<file path="config.mk">
export PLATFORM = sky130hd
export DESIGN_NAME = inst_fetch_queue
export DESIGN_NICKNAME = d
export VERILOG_FILES = /design/src/rtl/inst_fetch_queue.sv
export SDC_FILE = /design/constraint.sdc
export NUM_CORES = 1
export LEC_CHECK = 0
export ABC_AREA = 1
export CAP_MARGIN = 20
export CORE_MARGIN = 2
export CORE_UTILIZATION = 30
export CTS_CLUSTER_SIZE = 30
export DETAILED_ROUTE_END_ITERATION = 7
export DONT_BUFFER_PORTS = 1
export MAX_ROUTING_LAYER = met4
export PLACE_DENSITY_LB_ADDON = 0.3
export SLEW_MARGIN = 20
export SYNTH_ARGS = -nofsm -noshare
export SYNTH_HDL_FRONTEND = slang
export SYNTH_SLANG_ARGS = --single-unit
</file>
<file path="constraint.sdc">
create_clock -name clk -period 3 [get_ports clk]
set_input_delay 0.15 -clock clk [delete_from_list [all_inputs] [get_ports clk]]
set_output_delay 0.15 -clock clk [all_outputs]
set_load 0.03 [all_outputs]
</file>
<file path="src/rtl/inst_fetch_queue.sv">
// Instruction fetch stage: issues one word read at a time and queues {pc, opcode} pairs for decode.
// Optional fetch/flush statistics counters are enabled with `define FETCH_STATS_EN.
module inst_fetch_queue #(
   parameter int DEPTH = 2,
   parameter int AW    = 30
) (
   input  logic          clk,
   input  logic          rst,
   input  logic [AW-1:0] pc_current,
   input  logic          redirect,
   output logic          pc_advance,
   output logic          mem_req,
   output logic [AW-1:0] mem_addr,
   input  logic          mem_ack,
   input  logic [31:0]   mem_rdata,
   output logic          op_valid,
   input  logic          op_ready,
   output logic [31:0]   opcode,
   output logic [AW-1:0] op_pc
`ifdef FETCH_STATS_EN
   ,
   output logic [31:0]   fetch_cnt,
   output logic [31:0]   flush_cnt
`else
   // statistics ports absent in this build
`endif
);

   localparam int PW = (DEPTH > 1) ? $clog2(DEPTH) : 1;
   localparam int CW = $clog2(DEPTH + 1);
   localparam logic [CW-1:0] FULL_COUNT = CW'(DEPTH);

   typedef enum logic [1:0] {
      IDLE    = 2'd0,
      REQ     = 2'd1,
      DISCARD = 2'd2
   } state_t;

   state_t          state;
   state_t          state_nxt;
   logic            issue;
   logic            push;
   logic            pop;
   logic            req_done;
   logic            advance_nxt;

   logic [AW-1:0]   pc_mem [DEPTH];
   logic [31:0]     op_mem [DEPTH];
   logic [PW-1:0]   wr_ptr;
   logic [PW-1:0]   rd_ptr;
   logic [CW-1:0]   count;

   // IDLE never issues while pc_advance is high: pc_current has not stepped yet.
   always_comb begin
      state_nxt   = state;
      issue       = 1'b0;
      push        = 1'b0;
      req_done    = 1'b0;
      advance_nxt = 1'b0;
      case (state)
         IDLE: begin
            if (!redirect && !pc_advance && (count < FULL_COUNT)) begin
               issue     = 1'b1;
               state_nxt = REQ;
            end else begin
               state_nxt = IDLE;
            end
         end
         REQ: begin
            if (redirect) begin
               req_done  = 1'b1;
               state_nxt = mem_ack ? IDLE : DISCARD;
            end else if (mem_ack) begin
               push        = 1'b1;
               advance_nxt = 1'b1;
               req_done    = 1'b1;
               state_nxt   = IDLE;
            end else begin
               state_nxt = REQ;
            end
         end
         DISCARD: begin
            // an ack here consumes the abandoned request even if another redirect arrives
            if (mem_ack) begin
               state_nxt = IDLE;
            end else begin
               state_nxt = DISCARD;
            end
         end
         default: begin
            state_nxt = IDLE;
         end
      endcase
   end

   assign op_valid = (count != {CW{1'b0}});
   assign pop      = op_valid && op_ready && !redirect;
   assign opcode   = op_mem[rd_ptr];
   assign op_pc    = pc_mem[rd_ptr];

   // State register and registered memory-port / pc_advance outputs.
   always_ff @(posedge clk) begin
      if (rst) begin
         state      <= IDLE;
         mem_req    <= 1'b0;
         mem_addr   <= {AW{1'b0}};
         pc_advance <= 1'b0;
      end else begin
         state      <= state_nxt;
         pc_advance <= advance_nxt;
         if (issue) begin
            mem_req  <= 1'b1;
            mem_addr <= pc_current;
         end else if (req_done) begin
            mem_req  <= 1'b0;
         end else begin
            mem_req  <= mem_req;
         end
      end
   end

   // FIFO pointers and occupancy; DEPTH is a power of two so pointers wrap naturally.
   always_ff @(posedge clk) begin
      if (rst || redirect) begin
         wr_ptr <= {PW{1'b0}};
         rd_ptr <= {PW{1'b0}};
         count  <= {CW{1'b0}};
      end else begin
         if (push) begin
            wr_ptr <= wr_ptr + 1'b1;
         end
         if (pop) begin
            rd_ptr <= rd_ptr + 1'b1;
         end
         case ({push, pop})
            2'b10:   count <= count + 1'b1;
            2'b01:   count <= count - 1'b1;
            default: count <= count;
         endcase
      end
   end

   // FIFO storage; cleared on reset so the head reads zero.
   always_ff @(posedge clk) begin
      if (rst) begin
         for (int i = 0; i < DEPTH; i++) begin
            pc_mem[i] <= {AW{1'b0}};
            op_mem[i] <= 32'd0;
         end
      end else if (push) begin
         pc_mem[wr_ptr] <= mem_addr;
         op_mem[wr_ptr] <= mem_rdata;
      end
   end

`ifdef FETCH_STATS_EN
   // Free-running push and redirect counters, wrapping at 2^32.
   always_ff @(posedge clk) begin
      if (rst) begin
         fetch_cnt <= 32'd0;
         flush_cnt <= 32'd0;
      end else begin
         if (push) begin
            fetch_cnt <= fetch_cnt + 32'd1;
         end
         if (redirect) begin
            flush_cnt <= flush_cnt + 32'd1;
         end
      end
   end
`else
   // no statistics counters in this build
`endif

endmodule
</file>
Word level (Yosys, flattened, before mapping)
Memories as Yosys holds them, arrays and structs flattened. A register that Yosys moved wholly into a read port is not among the register bits.
Cells that the tools add are included.

operators by class
  $add $sub $neg = 4
  magnitude comparators = 1
  eq/ne operators = 4
  multiplexer cells = 30
  reductions and logical operators = 13

operator list
  operator                                                             number
  32-bit two-way mux                                                   1
  32-bit OR reduction                                                  1
  30-bit two-way mux                                                   1
  30-bit OR reduction                                                  1
  1-bit two-way mux                                                    24
  2-bit case mux with 3 select lines                                   1
  2-bit nonzero test                                                   3
  2-bit by 1-bit == test with 1-bit output (second input constant)     2
  2-bit == test (second input constant)                                2
  1-bit logical AND                                                    4
  2-bit two-way mux                                                    2
  2-bit case mux with 2 select lines                                   1
  1-bit adder (second input constant)                                  2
  2-bit by 1-bit adder with 2-bit output (second input constant)       1
  1-bit zero test                                                      2
  2-bit zero test                                                      1
  2-bit < comparator (second input constant)                           1
  2-bit by 1-bit subtractor with 2-bit output (second input constant)  1
  1-bit logical OR                                                     1

storage, ports and cells
  register bits after elaboration = 38
  memory bits (writable) = 124
  input port bits = 67
  output and inout port bits = 95
  word-level logic and storage cells = 61
  memories = 2

memory list
  name    words  bits a word  rd ports  clocked after memory_dff  wr ports  line  RTL
  op_mem  2      32           1         1                         2         48    logic [31:0] op_mem [DEPTH];
  pc_mem  2      30           1         1                         2         47    logic [AW-1:0] pc_mem [DEPTH];

Depth between registers and ports, before layout
  word-level depth = 8
  mapped depth = 8
  gate-level depth less buffers = 8

Worst setup path after synthesis
OpenSTA, ideal clock, no wires.

  path kind = register to register
  from = reg state[0]
  to = mem op_mem[1][0] (enable)
  data arrival time = 2295 ps
  data required time = 2579 ps
  setup slack = 284 ps
  cell stages (with the launch flop) = 8
  path buffers = 1
  cells stage by stage = dfxtp_1 -> inv_2 -> nor2_4 -> nand2_2 -> nor2_2 -> nand2_2 -> buf_2 -> nand2_1

RTL lines
  item                    line  RTL
  from (decl)             39    state_t state;
  from (signal assigned)  109   state <= state_nxt;
  to (decl)               48

==> impl_metrics.tcl <==
set metrics [dict create \
    via_per_inst 4.31 \
    report.power.total_mw 5.39 \
    wirelength_um 16800 \
    cp-start-kind "register" \
    grt_pass1_wl_um 25400 \
    antenna_found_initial 0 \
    die_area_sq_mm 0.0247 \
    worstPathRequired_ns 2.85 \
    worstMarginPinSlew_ns 0.944 \
    crit_buf_inv 0 \
    fmax_mhz 476 \
    place_congestion 0.694 \
    cts_root_buf "clkbuf_16" \
    chipWidth_um 157 \
    hold_viol_final 0 \
    antenna_cells 0 \
    syn_nets 741 \
    reg2reg_slack_ns 1.09 \
    syn2layout_area_growth_pct 23.1 \
    initial_core_util_pct 30.3 \
    fin_crit_ns 2.10 \
    use_met1_pct 16.5 \
    worst_path_max_delay_cell "dfxtp_4" \
    yosys_warnings 0 \
    io_pins 162 \
    post_synth_and_or_nand_nor_area_fraction_pct 16.2 \
    muxShareOfSynthArea_pct 9.92 \
    route.detailed.drc 0 \
    synth_xor_area_share_pct 0 \
    hold_depth 4 \
    final_nets 803 \
    core_sq_mm 0.0233 \
    grt.busiest_layer "met2" \
    ir_drop_mv 0.331 \
    fin_hold_ws_ns 0.0383 \
    power.leakage_nw 3.68 \
    clk_path_buf_depth 2 \
    synth_compound_area_share_pct 0.747 \
    ant_nets 0 \
    grt_util_met3_pct 5.45 \
    drive_above_1_share_pct 15.6 \
    yosysSeqAreaShare_pct 64.0 \
    synth_adder_area_share_pct 0.178 \
    layout_common_cells "nor2_1 (162), inv_1 (126), edfxtp_1 (124)" \
    critical_path_class "reg2out" \
    cpPeakStageDelay_ns 0.94 \
    yosysUniqueCellTypes 21 \
    hpwlAfterDp_um 10200 \
    fin_crit_sh_pct 70.0 \
    status "completed" \
    fp.dieH_um 157 \
    syn_area_sq_mm 0.00704 \
    cts_max_level 4 \
    grt_overflow 0 \
    cts_tree "built" \
    avgSynthCellArea_sq_um 10.5 \
    skew_ns 0.00915 \
    grt_usage_pct 14.3 \
    hp-start "pc_current[20]" \
    crit_chain "mux2_2" \
    cts_made_buffers 17 \
    cp.depth 1 \
    drtIter0Drc 191 \
    clkTransAtPathRegs_ns 0.07 \
    cts_resized 0 \
    cap_violations 0 \
    rows 56 \
    power_density_mw_per_mm2 622 \
    use_met2_pct 23.3 \
    holdCritPathClass "in2reg" \
    cts_sinks 163 \
    dr_total_vias 4600 \
    grt_pass1_vias 4531 \
    min_to "mem_addr[20]$_SDFFE_PP0P_" \
    reg2reg_depth 6 \
    end_kind "output port" \
    rsz0062_at_grt "no" \
    r2r_start "state[0]$_SDFF_PP0_" \
    crit_family "flip-flops" \
    cp_max_fo 62 \
    wl_per_cell_um 15.8 \
    postCtsSetupBuffers 0 \
    final.setup.tns_ns 0 \
    portBuffers 0 \
    drt-pass1-iter-count 4 \
    cp.arrival_ns 1.95 \
    reg2reg_to "state[1]$_SDFF_PP0_" \
    layout_commonest_cell "nor2_1" \
    clk_latency_ns 0.42 \
    setup_violations 0 \
    syn_inst 673 \
    grt_max_degree 63 \
    synth_top_family_by_area "simple AND/OR/NAND/NOR gates" \
    slew_violations 0 \
    synth.ff_latch_count 163 \
    slew-limit-headroom_pct 37.1 \
]
==> state kept, by name, summed over array words and instances (netlist names), named ones only <==
register    flops
mem_addr       30
state           2
mem_req         1
rd_ptr          1
pc_advance      1
count           2
pc_mem         60
op_mem         64
wr_ptr          1
==> cells in the mapped netlist <==
master | number | area (sq um)
a21boi_0 | 1 | 7.51
a21oi_1 | 7 | 35.0
buf_1 | 5 | 18.8
buf_2 | 21 | 105
clkbuf_1 | 8 | 30.0
dfxtp_1 | 39 | 781
edfxtp_1 | 124 | 3720
ha_1 | 1 | 12.5
inv_1 | 126 | 473
inv_2 | 2 | 7.51
mux2_2 | 62 | 698
nand2_1 | 69 | 259
nand2_2 | 2 | 12.5
nand3_1 | 5 | 25.0
nand3b_1 | 1 | 7.51
nand4_1 | 30 | 188
nor2_1 | 164 | 616
nor2_2 | 1 | 6.26
nor2_4 | 1 | 11.3
o21ai_0 | 2 | 10.0
or2_2 | 2 | 12.5
==> layer usage <==
layer	vias up	share of wire, %	wire length, um
met2	125	48	8100
met1	2185	43	7290
met5	-	0	0
li1	2271	-	-
met4	0	1.1	191
met3	19	7.4	1240
==> kinds of logic after synthesis <==
family	count (synthesis)
fa+ha+maj	1
mux	62
buf+inv	162
compound gates	10
flops	163
simple gates	275
==> power breakdown <==
part | switching, mW | internal (mW) | total [mW]
clock | 0.885 | 1.38 | 2.27
combinational | 0.317 | 0.158 | 0.475
sequential | 0.121 | 2.53 | 2.65
total | 1.32 | 4.07 | 5.39
==> metrics by stage <==
| stage | util (%) | area, sq um | worst slack [ns] | instances |
|---|---|---|---|---|
| 2_1_floorplan | - | 7040 | 0.284 | 673 |
| 3_3_place_gp | 31.9 | 7420 | 1.12 | 971 |
| 3_5_place_dp | 31.9 | 7420 | 1.08 | 971 |
| 4_1_cts | 37.3 | 8670 | 0.817 | 1067 |
| 5_1_grt | 37.3 | 8670 | 0.756 | 1067 |
| 6_report | 37.3 | 8670 | 0.901 | 1067 |
==> worst max path at each step <==
stage,from,endpoint,slack [ns]
3_5_place_dp,state[0]$_SDFF_PP0_,pc_mem[1][19]$_SDFFCE_PN0P_,1.08
2_1_floorplan,state[0]$_SDFF_PP0_,op_mem[1][0]$_SDFFCE_PN0P_,0.28
5_1_grt,register,op_pc[24],0.76
3_3_place_gp,state[1]$_SDFF_PP0_,op_mem[0][6]$_SDFFCE_PN0P_,1.12
4_1_cts,register,op_pc[23],0.82
6_report,register,opcode[26],0.90
==> layout make-up <==
cell class | count | area [sq um]
multi-input cells | 348 | 1920
flip-flops and latches | 163 | 4510
well taps | 319 | 399
inverters | 128 | 480
clock buffers | 24 | 482
clock inverters | 8 | 124
fillers | 2331 | 14600
repair buffers | 77 | 751
==> repair_timing <==
item,4_1_cts,5_1_grt
endpoints found under the setup margin,0,0
hold buffers,64,0
endpoints found under the hold margin,100,0
No activity file was read; power rests on OpenSTA's default activity.
